## src/rtl/debounce_bank_pkg.sv

```systemverilog
// debounce_bank_pkg
// Shared definitions for the debounce bank: the per-channel state encoding
// and the depth of the input synchroniser.
package debounce_bank_pkg;

  // Per-channel debounce state. IDLE watches for a difference between the
  // synchronised input and the debounced level; SETTLE counts it out.
  typedef enum logic {
    ST_IDLE   = 1'b0,
    ST_SETTLE = 1'b1
  } chan_state_e;

  // Number of flip-flop stages between the raw pin and the debounce FSM.
  localparam int unsigned SYNC_STAGES = 2;

endpackage : debounce_bank_pkg

```

## src/rtl/debounce_chan.sv

```systemverilog
// debounce_chan
// One debounced input channel: two-stage synchroniser, IDLE/SETTLE FSM with
// a run-time loaded settle counter, registered level and rise/fall strobes,
// and (when DEBOUNCE_BANK_HOLD_EN is defined) a saturating long-press counter.
//
// Ports:
//   i_clk    system clock
//   i_reset  synchronous active-high reset
//   i_in     raw asynchronous input bit
//   i_wait   settle count W, captured when the counter loads
//   o_level  debounced level
//   o_rise   one-cycle strobe coincident with a 0->1 level change
//   o_fall   one-cycle strobe coincident with a 1->0 level change
//   o_held   long-press level (0 unless DEBOUNCE_BANK_HOLD_EN)
//
// Configuration macro: DEBOUNCE_BANK_HOLD_EN enables the hold counter.
module debounce_chan
  import debounce_bank_pkg::*;
#(
  parameter int unsigned LGWAIT = 17
`ifdef DEBOUNCE_BANK_HOLD_EN
  ,
  parameter int unsigned LGHOLD = 24
`endif
) (
  input  logic              i_clk,
  input  logic              i_reset,
  input  logic              i_in,
  input  logic [LGWAIT-1:0] i_wait,
  output logic              o_level,
  output logic              o_rise,
  output logic              o_fall,
  output logic              o_held
);

  // sync_q[0] is the first stage (q_in), sync_q[SYNC_STAGES-1] is r_in.
  logic [SYNC_STAGES-1:0] sync_q;
  logic                   r_in_s;

  chan_state_e            state_q, state_d;
  logic [LGWAIT-1:0]      cnt_q, cnt_d;
  logic                   level_q, level_d;
  logic                   rise_q, rise_d;
  logic                   fall_q, fall_d;

  assign r_in_s = sync_q[SYNC_STAGES-1];

  // Synchroniser shift register; plain flops with no logic between stages.
  always_ff @(posedge i_clk) begin
    if (i_reset) begin
      sync_q <= {SYNC_STAGES{1'b0}};
    end else begin
      sync_q <= {sync_q[SYNC_STAGES-2:0], i_in};
    end
  end

  // Debounce FSM next-state, counter and strobe logic.
  always_comb begin
    state_d = state_q;
    cnt_d   = cnt_q;
    level_d = level_q;
    rise_d  = 1'b0;
    fall_d  = 1'b0;
    case (state_q)
      ST_IDLE: begin
        if (r_in_s != level_q) begin
          cnt_d   = i_wait;
          state_d = ST_SETTLE;
        end else begin
          state_d = ST_IDLE;
        end
      end
      ST_SETTLE: begin
        if (r_in_s == level_q) begin
          // Input went back before the count expired: treat as a glitch.
          state_d = ST_IDLE;
          cnt_d   = {LGWAIT{1'b0}};
        end else if (cnt_q == {LGWAIT{1'b0}}) begin
          level_d = r_in_s;
          rise_d  = r_in_s;
          fall_d  = ~r_in_s;
          state_d = ST_IDLE;
        end else begin
          // Decrement stops at zero, so the all-ones count cannot wrap.
          cnt_d = cnt_q - LGWAIT'(1);
        end
      end
      default: begin
        state_d = ST_IDLE;
        cnt_d   = {LGWAIT{1'b0}};
      end
    endcase
  end

  // Debounce FSM state, counter, level and strobe registers.
  always_ff @(posedge i_clk) begin
    if (i_reset) begin
      state_q <= ST_IDLE;
      cnt_q   <= {LGWAIT{1'b0}};
      level_q <= 1'b0;
      rise_q  <= 1'b0;
      fall_q  <= 1'b0;
    end else begin
      state_q <= state_d;
      cnt_q   <= cnt_d;
      level_q <= level_d;
      rise_q  <= rise_d;
      fall_q  <= fall_d;
    end
  end

  assign o_level = level_q;
  assign o_rise  = rise_q;
  assign o_fall  = fall_q;

`ifdef DEBOUNCE_BANK_HOLD_EN
  logic [LGHOLD-1:0] hold_q, hold_d;
  logic              held_q, held_d;

  // Hold counter runs while the level is high and saturates at all-ones;
  // held uses the next level so it drops on the same edge as the fall.
  always_comb begin
    hold_d = {LGHOLD{1'b0}};
    if (level_q) begin
      if (hold_q == {LGHOLD{1'b1}}) begin
        hold_d = hold_q;
      end else begin
        hold_d = hold_q + LGHOLD'(1);
      end
    end else begin
      hold_d = {LGHOLD{1'b0}};
    end
    held_d = level_d & (hold_d == {LGHOLD{1'b1}});
  end

  // Hold counter and held-level registers.
  always_ff @(posedge i_clk) begin
    if (i_reset) begin
      hold_q <= {LGHOLD{1'b0}};
      held_q <= 1'b0;
    end else begin
      hold_q <= hold_d;
      held_q <= held_d;
    end
  end

  assign o_held = held_q;
`else
  assign o_held = 1'b0;
`endif

endmodule : debounce_chan

```

## src/rtl/debounce_bank.sv

```systemverilog
// debounce_bank
// NIN independently debounced inputs with per-channel rise/fall strobes and a
// sticky event mask that is collected with a valid (o_event) / ack handshake.
//
// Ports:
//   i_clk         system clock
//   i_reset       synchronous active-high reset
//   i_in          raw asynchronous inputs
//   i_wait        settle count W, sampled by each channel when it loads
//   o_debounced   debounced level per channel
//   o_rise        one-cycle 0->1 strobe per channel
//   o_fall        one-cycle 1->0 strobe per channel
//   o_event       high while o_event_mask is non-zero
//   o_event_mask  sticky record of edges since the last ack
//   i_ack         clears the mask; strobes in the same cycle still land
//   o_held        long-press level (0 unless DEBOUNCE_BANK_HOLD_EN)
//
// Configuration macro: DEBOUNCE_BANK_HOLD_EN adds a per-channel hold counter
// (threshold 2^LGHOLD-1 cycles) whose assertion also sets the event mask.
module debounce_bank
  import debounce_bank_pkg::*;
#(
  parameter int unsigned NIN    = 8,
  parameter int unsigned LGWAIT = 17,
  parameter int unsigned LGHOLD = 24
) (
  input  logic              i_clk,
  input  logic              i_reset,
  input  logic [NIN-1:0]    i_in,
  input  logic [LGWAIT-1:0] i_wait,
  output logic [NIN-1:0]    o_debounced,
  output logic [NIN-1:0]    o_rise,
  output logic [NIN-1:0]    o_fall,
  output logic              o_event,
  output logic [NIN-1:0]    o_event_mask,
  input  logic              i_ack,
  output logic [NIN-1:0]    o_held
);

  if ((NIN < 1) || (NIN > 32) || (LGWAIT < 1) || (LGHOLD < 1)) begin : g_param_check
    $error("debounce_bank: NIN must be 1..32, LGWAIT and LGHOLD at least 1");
  end

  for (genvar k = 0; k < NIN; k++) begin : g_chan
    debounce_chan #(
      .LGWAIT (LGWAIT)
`ifdef DEBOUNCE_BANK_HOLD_EN
      ,
      .LGHOLD (LGHOLD)
`endif
    ) u_chan (
      .i_clk   (i_clk),
      .i_reset (i_reset),
      .i_in    (i_in[k]),
      .i_wait  (i_wait),
      .o_level (o_debounced[k]),
      .o_rise  (o_rise[k]),
      .o_fall  (o_fall[k]),
      .o_held  (o_held[k])
    );
  end

  logic [NIN-1:0] mask_q, mask_d;
  logic           event_q;

`ifdef DEBOUNCE_BANK_HOLD_EN
  logic [NIN-1:0] held_prev_q;

  // Previous held level, used to turn a hold assertion into a one-shot event.
  always_ff @(posedge i_clk) begin
    if (i_reset) begin
      held_prev_q <= {NIN{1'b0}};
    end else begin
      held_prev_q <= o_held;
    end
  end
`endif

  // Next mask: ack clears old bits first so a coincident strobe survives.
  always_comb begin
    mask_d = i_ack ? {NIN{1'b0}} : mask_q;
    mask_d = mask_d | o_rise | o_fall;
`ifdef DEBOUNCE_BANK_HOLD_EN
    mask_d = mask_d | (o_held & ~held_prev_q);
`endif
  end

  // Event mask and its registered OR, updated on the same edge.
  always_ff @(posedge i_clk) begin
    if (i_reset) begin
      mask_q  <= {NIN{1'b0}};
      event_q <= 1'b0;
    end else begin
      mask_q  <= mask_d;
      event_q <= |mask_d;
    end
  end

  assign o_event_mask = mask_q;
  assign o_event      = event_q;

endmodule : debounce_bank

```

## config.mk

```make
export PLATFORM = sky130hd
export DESIGN_NAME = debounce_bank
export DESIGN_NICKNAME = d
export VERILOG_FILES = /design/src/rtl/debounce_bank_pkg.sv /design/src/rtl/debounce_chan.sv /design/src/rtl/debounce_bank.sv
export SDC_FILE = /design/constraint.sdc
export NUM_CORES = 1
export LEC_CHECK = 0
export CORE_MARGIN = 8
export CORE_UTILIZATION = 55
export DETAILED_ROUTE_END_ITERATION = 8
export PLACE_DENSITY = 0.81
export SYNTH_ARGS = -nofsm -noshare
export SYNTH_HDL_FRONTEND = slang
export SYNTH_SLANG_ARGS = --single-unit
```

## constraint.sdc

```tcl
create_clock -name i_clk -period 4.2 [get_ports i_clk]
set_clock_uncertainty 0.1 [all_clocks]
set_input_delay 0.84 -clock i_clk [delete_from_list [all_inputs] [get_ports i_clk]]
set_output_delay 0.84 -clock i_clk [all_outputs]
set_load 0.02 [all_outputs]
```

# == Yosys cells after proc, flatten, opt, wreduce, memory -nomap -nowiden ==
# Cells that the tools add are included.
# word_totals
regBits,193
input_bits,28
output_inout_bits,41
wordCells,222
# op_classes
add_sub_neg,8
n_eq_ne,32
muxes,65
bitwise,34
n_reduce_logical,33
# op_table
cell,count
$mux 17,24
$pmux 17 s2,8
$logic_not 17->1,8
$sub 17x1->17 const B,8
$not 1->1,32
$reduce_or 4->1,8
$mux 1,24
$ne 3x3->1 const B,8
$reduce_and 3->1,8
$ne 2x1->1 const B,8
$or 8x8->8,2
$pmux 1 s2,8
$reduce_and 2->1,8
$eq 1x1->1,8
$mux 8,1
$ne 1x1->1,8
$reduce_or 8->1,1

# == Logic depth before layout (Yosys ltp) ==
# logic_depth
word_depth,4
depth_mapped,9

# == Hierarchy ==
# Synthesis repeated with hierarchy kept, for this count alone.
# unflattened
hier_cells,1371
hier_area_um2,11783.8
# by_module_without_submodules
mod,n_inst,cells_per_inst,area_each_um2
debounce_chan,8,166,1427.6
debounce_bank,1,43,362.8

# == Least setup slack after synthesis ==
# Ideal clock, no wire load.
# synth_path
path_type,flip-flop to flip-flop
from,reg g_chan[4].u_chan.cnt_q[0]
to,reg g_chan[4].u_chan.cnt_q[14]
arrival_ns,2.118
slack_ns,1.870
path_stages_with_launch,9
period_less_slack_ns,2.330
path_cell_list,dfxtp_1 > inv_1 > ha_1 > or4b_1 > buf_2 > or3_1 > o22ai_1 > a22oi_1 > a2111oi_1
# synth_between
elab_chain_len,4
word_cells_on_any_way,7
cone_classes,1 x add/sub; 1 x eq/ne; 3 x mux; 2 x reduce/logical
# synth_rtl
element,line_no,text
"start, declared",debounce_chan.sv:41,"logic [LGWAIT-1:0] cnt_q, cnt_d;"
"start signal, assigned",debounce_chan.sv:99,cnt_q <= {LGWAIT{1'b0}};
"start signal, assigned",debounce_chan.sv:105,cnt_q <= cnt_d;
$sub 17x1->17,debounce_chan.sv:85,cnt_d = cnt_q - LGWAIT'(1);
$mux 17,debounce_chan.sv:78,end else if (cnt_q == {LGWAIT{1'b0}}) begin
$mux 17,debounce_chan.sv:74,if (r_in_s == level_q) begin
$pmux 17 s2,debounce_chan.sv:64,case (state_q)
# Several ways; a longest one is shown, not always the timed one. The select of a mux whose other input is x is not followed.
# A chain may end at the register's enable or synchronous reset.

# == Final worst setup path ==
# layout_path
from,reg g_chan[3].u_chan.cnt_q[0]
to,reg g_chan[3].u_chan.cnt_q[8]
# layout_between
elab_chain_len,4
word_cells_on_any_way,7
cone_classes,1 x add/sub; 1 x eq/ne; 3 x mux; 2 x reduce/logical
# layout_rtl
element,line_no
"start, declared",debounce_chan.sv:41
"start signal, assigned",debounce_chan.sv:99
"start signal, assigned",debounce_chan.sv:105
$sub 17x1->17,debounce_chan.sv:85
$mux 17,debounce_chan.sv:78
$mux 17,debounce_chan.sv:74
$pmux 17 s2,debounce_chan.sv:64
# Several ways; a longest one is shown, not always the timed one. The select of a mux whose other input is x is not followed.

==> out/metrics.cfg <==
[worst_setup_path]
regToRegSetupSlack_ns=1.40
critPathLaunchType=register
critPathSlowestCell=nor3_2
critPathCaptureType=register
r2r_start=g_chan[3].u_chan.cnt_q[0]
max_stage_delay_ns=0.60
r2r-end=g_chan[3].u_chan.cnt_q[8]
path_class=reg -> reg
path_max_fanout=17
cp.arrival_ns=2.98
r2r_cells=8
path_cells=inv_1 -> ha_1 -> or4b_1 -> nor3_2 -> a31oi_1 -> buf_4 -> o21ai_1 -> a21oi_1
crit_required_ns=4.39

[placement]
postPlaceCellArea_um2=11250
placed_cells_incl_taps=1633
gp_congestion=0.9516
dp_hpwl_mm=21.23
io_buffer_count=60

[floorplanning]
start_util_pct=55.83
core_area_um2=19330
die_area_um2=24370
die_w_um=156.1
row_count=51
die_h_um=156.1
num_io_pins=69

[timing]
finalSetupTns_ns=0
fin_crit_sh_pct=66.56
worst_pin_slew_ns=1.183
maxSlewViolCount=0
slew_headroom_pct=20.78
period_needed_ns=2.796
grt_setup_unrepaired=false
final-setup-viol-count=0
finalHoldViolCount=0
fmaxAchievable_mhz=357.7

[route]
drc=0
drtAntennaViolNets=0
drt_first_iter_violations=1446
vias_per_cell=6.538
first_pass_iters=6
wl_mm=32.33
wl_per_cell_um=19.42
vias=10890

[logic_synthesis]
synth_area_um2=10800
yosys-top-cells-count=193 x dfxtp_1, 170 x nor2_1, 157 x a21oi_1, 86 x nand2_1, 79 x clkbuf_1
ys_seq_area_share_pct=35.79
yosysUniqueCellTypes=85
postSynthCellCount=1410
synthArstFlopShare_pct=0
ys_warn_count=0
synth_edf_count=0
synth_area_per_cell_um2=7.656
synth_top_area_share_pct=35.79
synth-seq-cells=193
synth.area.top_cells=dfxtp_1 36%, a21oi_1 7.3%, nor2_1 5.9%
post-synth-top-count-cell=dfxtp_1
synth_top_flop_cell=dfxtp_1
synth_area_leader_cell=dfxtp_1

[layout]
area_growth_pct=9.759
drive_gt1_share_pct=5.714
final_nets=1423
fillCellCount=1731
fin_area_um2=11850
final_cells=1665
diodes=0

[clock_tree]
max-clock-path-buffers=2
insertion_delay_ns=0.44
post_cts_buffers=0
htreeDepth=4
clk_pin_slew_ns=0.08
numCtsBuffers=17
cts_tree=yes
cts-root-buf=clkbuf_16
hold_buffers=0
clock_sinks=193
ctsResizeCount=0

[power_and_ir_drop]
ir_drop_mv=0.2458
power_mw=4.565
p_per_area_nw_per_um2=385.3
p_leak_nw=4.266

[hold_path]
worstHoldStart=g_chan[6].u_chan.sync_q[0]
min_to=g_chan[6].u_chan.sync_q[1]
min-delay-path-class=reg -> reg
whs_path_depth=1

[outcome]
status=finished clean

[job]
cap_violations=0

[global_route]
grt_usage_pct=26.23
grt_pass1_wl_mm=51.65
gr-total-overflow=0
grt_pass1_vias=9800
grt_max_degree=70
antenna_found_initial=0

-- critical path, delay by kind of cell (launching register included) --
kind / cells / cell delay [ns]
compound gates: 3 / 0.48
fa+ha+maj: 1 / 0.23
buf+inv: 2 / 0.35
flops: 1 / 0.35
simple gates: 2 / 1.14
-- sequential cells by signal (all words and copies together) (netlist names) --
name                   cells
o_event                    1
o_event_mask               8
g_chan.u_chan.o_rise       8
g_chan.u_chan.cnt_q      136
g_chan.u_chan.state_q      8
g_chan.u_chan.o_level      8
g_chan.u_chan.o_fall       8
g_chan.u_chan.sync_q      16
-- power breakdown --
group	internal (mW)	switching, mW
registers	1.91	0.0906
logic	0.314	0.599
clock network	0.874	0.780
-- per-stage QoR --
step / worst slack (ns) / utilization [%] / hold WS, ns
2_1_floorplan: 1.870 / - / 0.3138
6_report: 1.404 / 61.28 / 0.3378
3_5_place_dp: 1.266 / 58.21 / 0.3245
4_1_cts: 1.423 / 61.28 / 0.3413
3_3_place_gp: 1.289 / 58.21 / 0.3209
5_1_grt: 1.216 / 61.28 / 0.3676
-- area by class of cell --
class                   count  area (µm²)  share of cell area [%]
multi-input cells        1050        6157                   51.96
flip-flops and latches    193        3864                   32.61
repair buffers             76       718.2                   6.061
clock buffers              19       452.9                   3.823
well taps                 265       331.6                   2.798
inverters                  49       183.9                   1.552
clock inverters            13       141.4                   1.193
-- per-layer routing --
metal / track usage, % / part of all wire [%] / vias up
met5: 0 / 0 / -
met4: 13.64 / 4.8 / 0
met3: 5.983 / 10 / 105
met2: 40.39 / 44 / 607
met1: 33.75 / 41 / 5043
li1: - / - / 5131
-- worst max-delay path by stage --
stage	start	to	cells past startpoint
detailed placement	i_reset	g_chan[2].u_chan.cnt_q[16]	6
CTS	g_chan[6].u_chan.cnt_q[1]	g_chan[6].u_chan.cnt_q[15]	7
global placement	i_reset	g_chan[2].u_chan.cnt_q[16]	6
floorplan	g_chan[4].u_chan.cnt_q[0]	g_chan[4].u_chan.cnt_q[14]	8
global route	g_chan[3].u_chan.cnt_q[0]	g_chan[3].u_chan.cnt_q[13]	7
finish	g_chan[3].u_chan.cnt_q[0]	g_chan[3].u_chan.cnt_q[8]	8
-- logic make-up (layout without fill, tap and decap cells) --
| family | count (synthesis) | in the layout | synth area share [%] |
|---|---|---|---|
| simple gates | 530 | 530 | 25.70 |
| compound gates | 459 | 459 | 26.32 |
| flops | 193 | 193 | 35.79 |
| buf+inv | 174 | 157 | 7.418 |
| xor+xnor | 32 | 32 | 2.596 |
| mux | 13 | 13 | 1.217 |
| fa+ha+maj | 8 | 8 | 0.9273 |
| other cells | 1 | 8 | 0.03474 |
-- placed cells by master (no fill, tap or decap), types with 9 or more instances in the layout --
cell type	netlist	routed
a21oi_1	157	157
a221oi_1	11	11
a31oi_1	22	22
and3_1	11	11
buf_4	32	17
clkbuf_16	0	17
clkdlybuf4s50_1	0	59
dfxtp_1	193	193
inv_1	49	49
mux2i_1	12	12
nand2_1	86	86
nand2b_1	13	13
nand3_1	30	30
nand4_1	15	15
nor2_1	170	170
nor2b_1	21	21
nor3_1	55	55
nor4_1	35	35
nor4b_1	9	9
o21ai_0	72	72
o21ai_1	63	63
o22ai_1	12	12
o32ai_1	25	25
or3_1	15	15
or4_1	23	23
xnor2_1	11	11
xor2_1	21	21
Note: power is estimated with default switching activity, not from simulation.
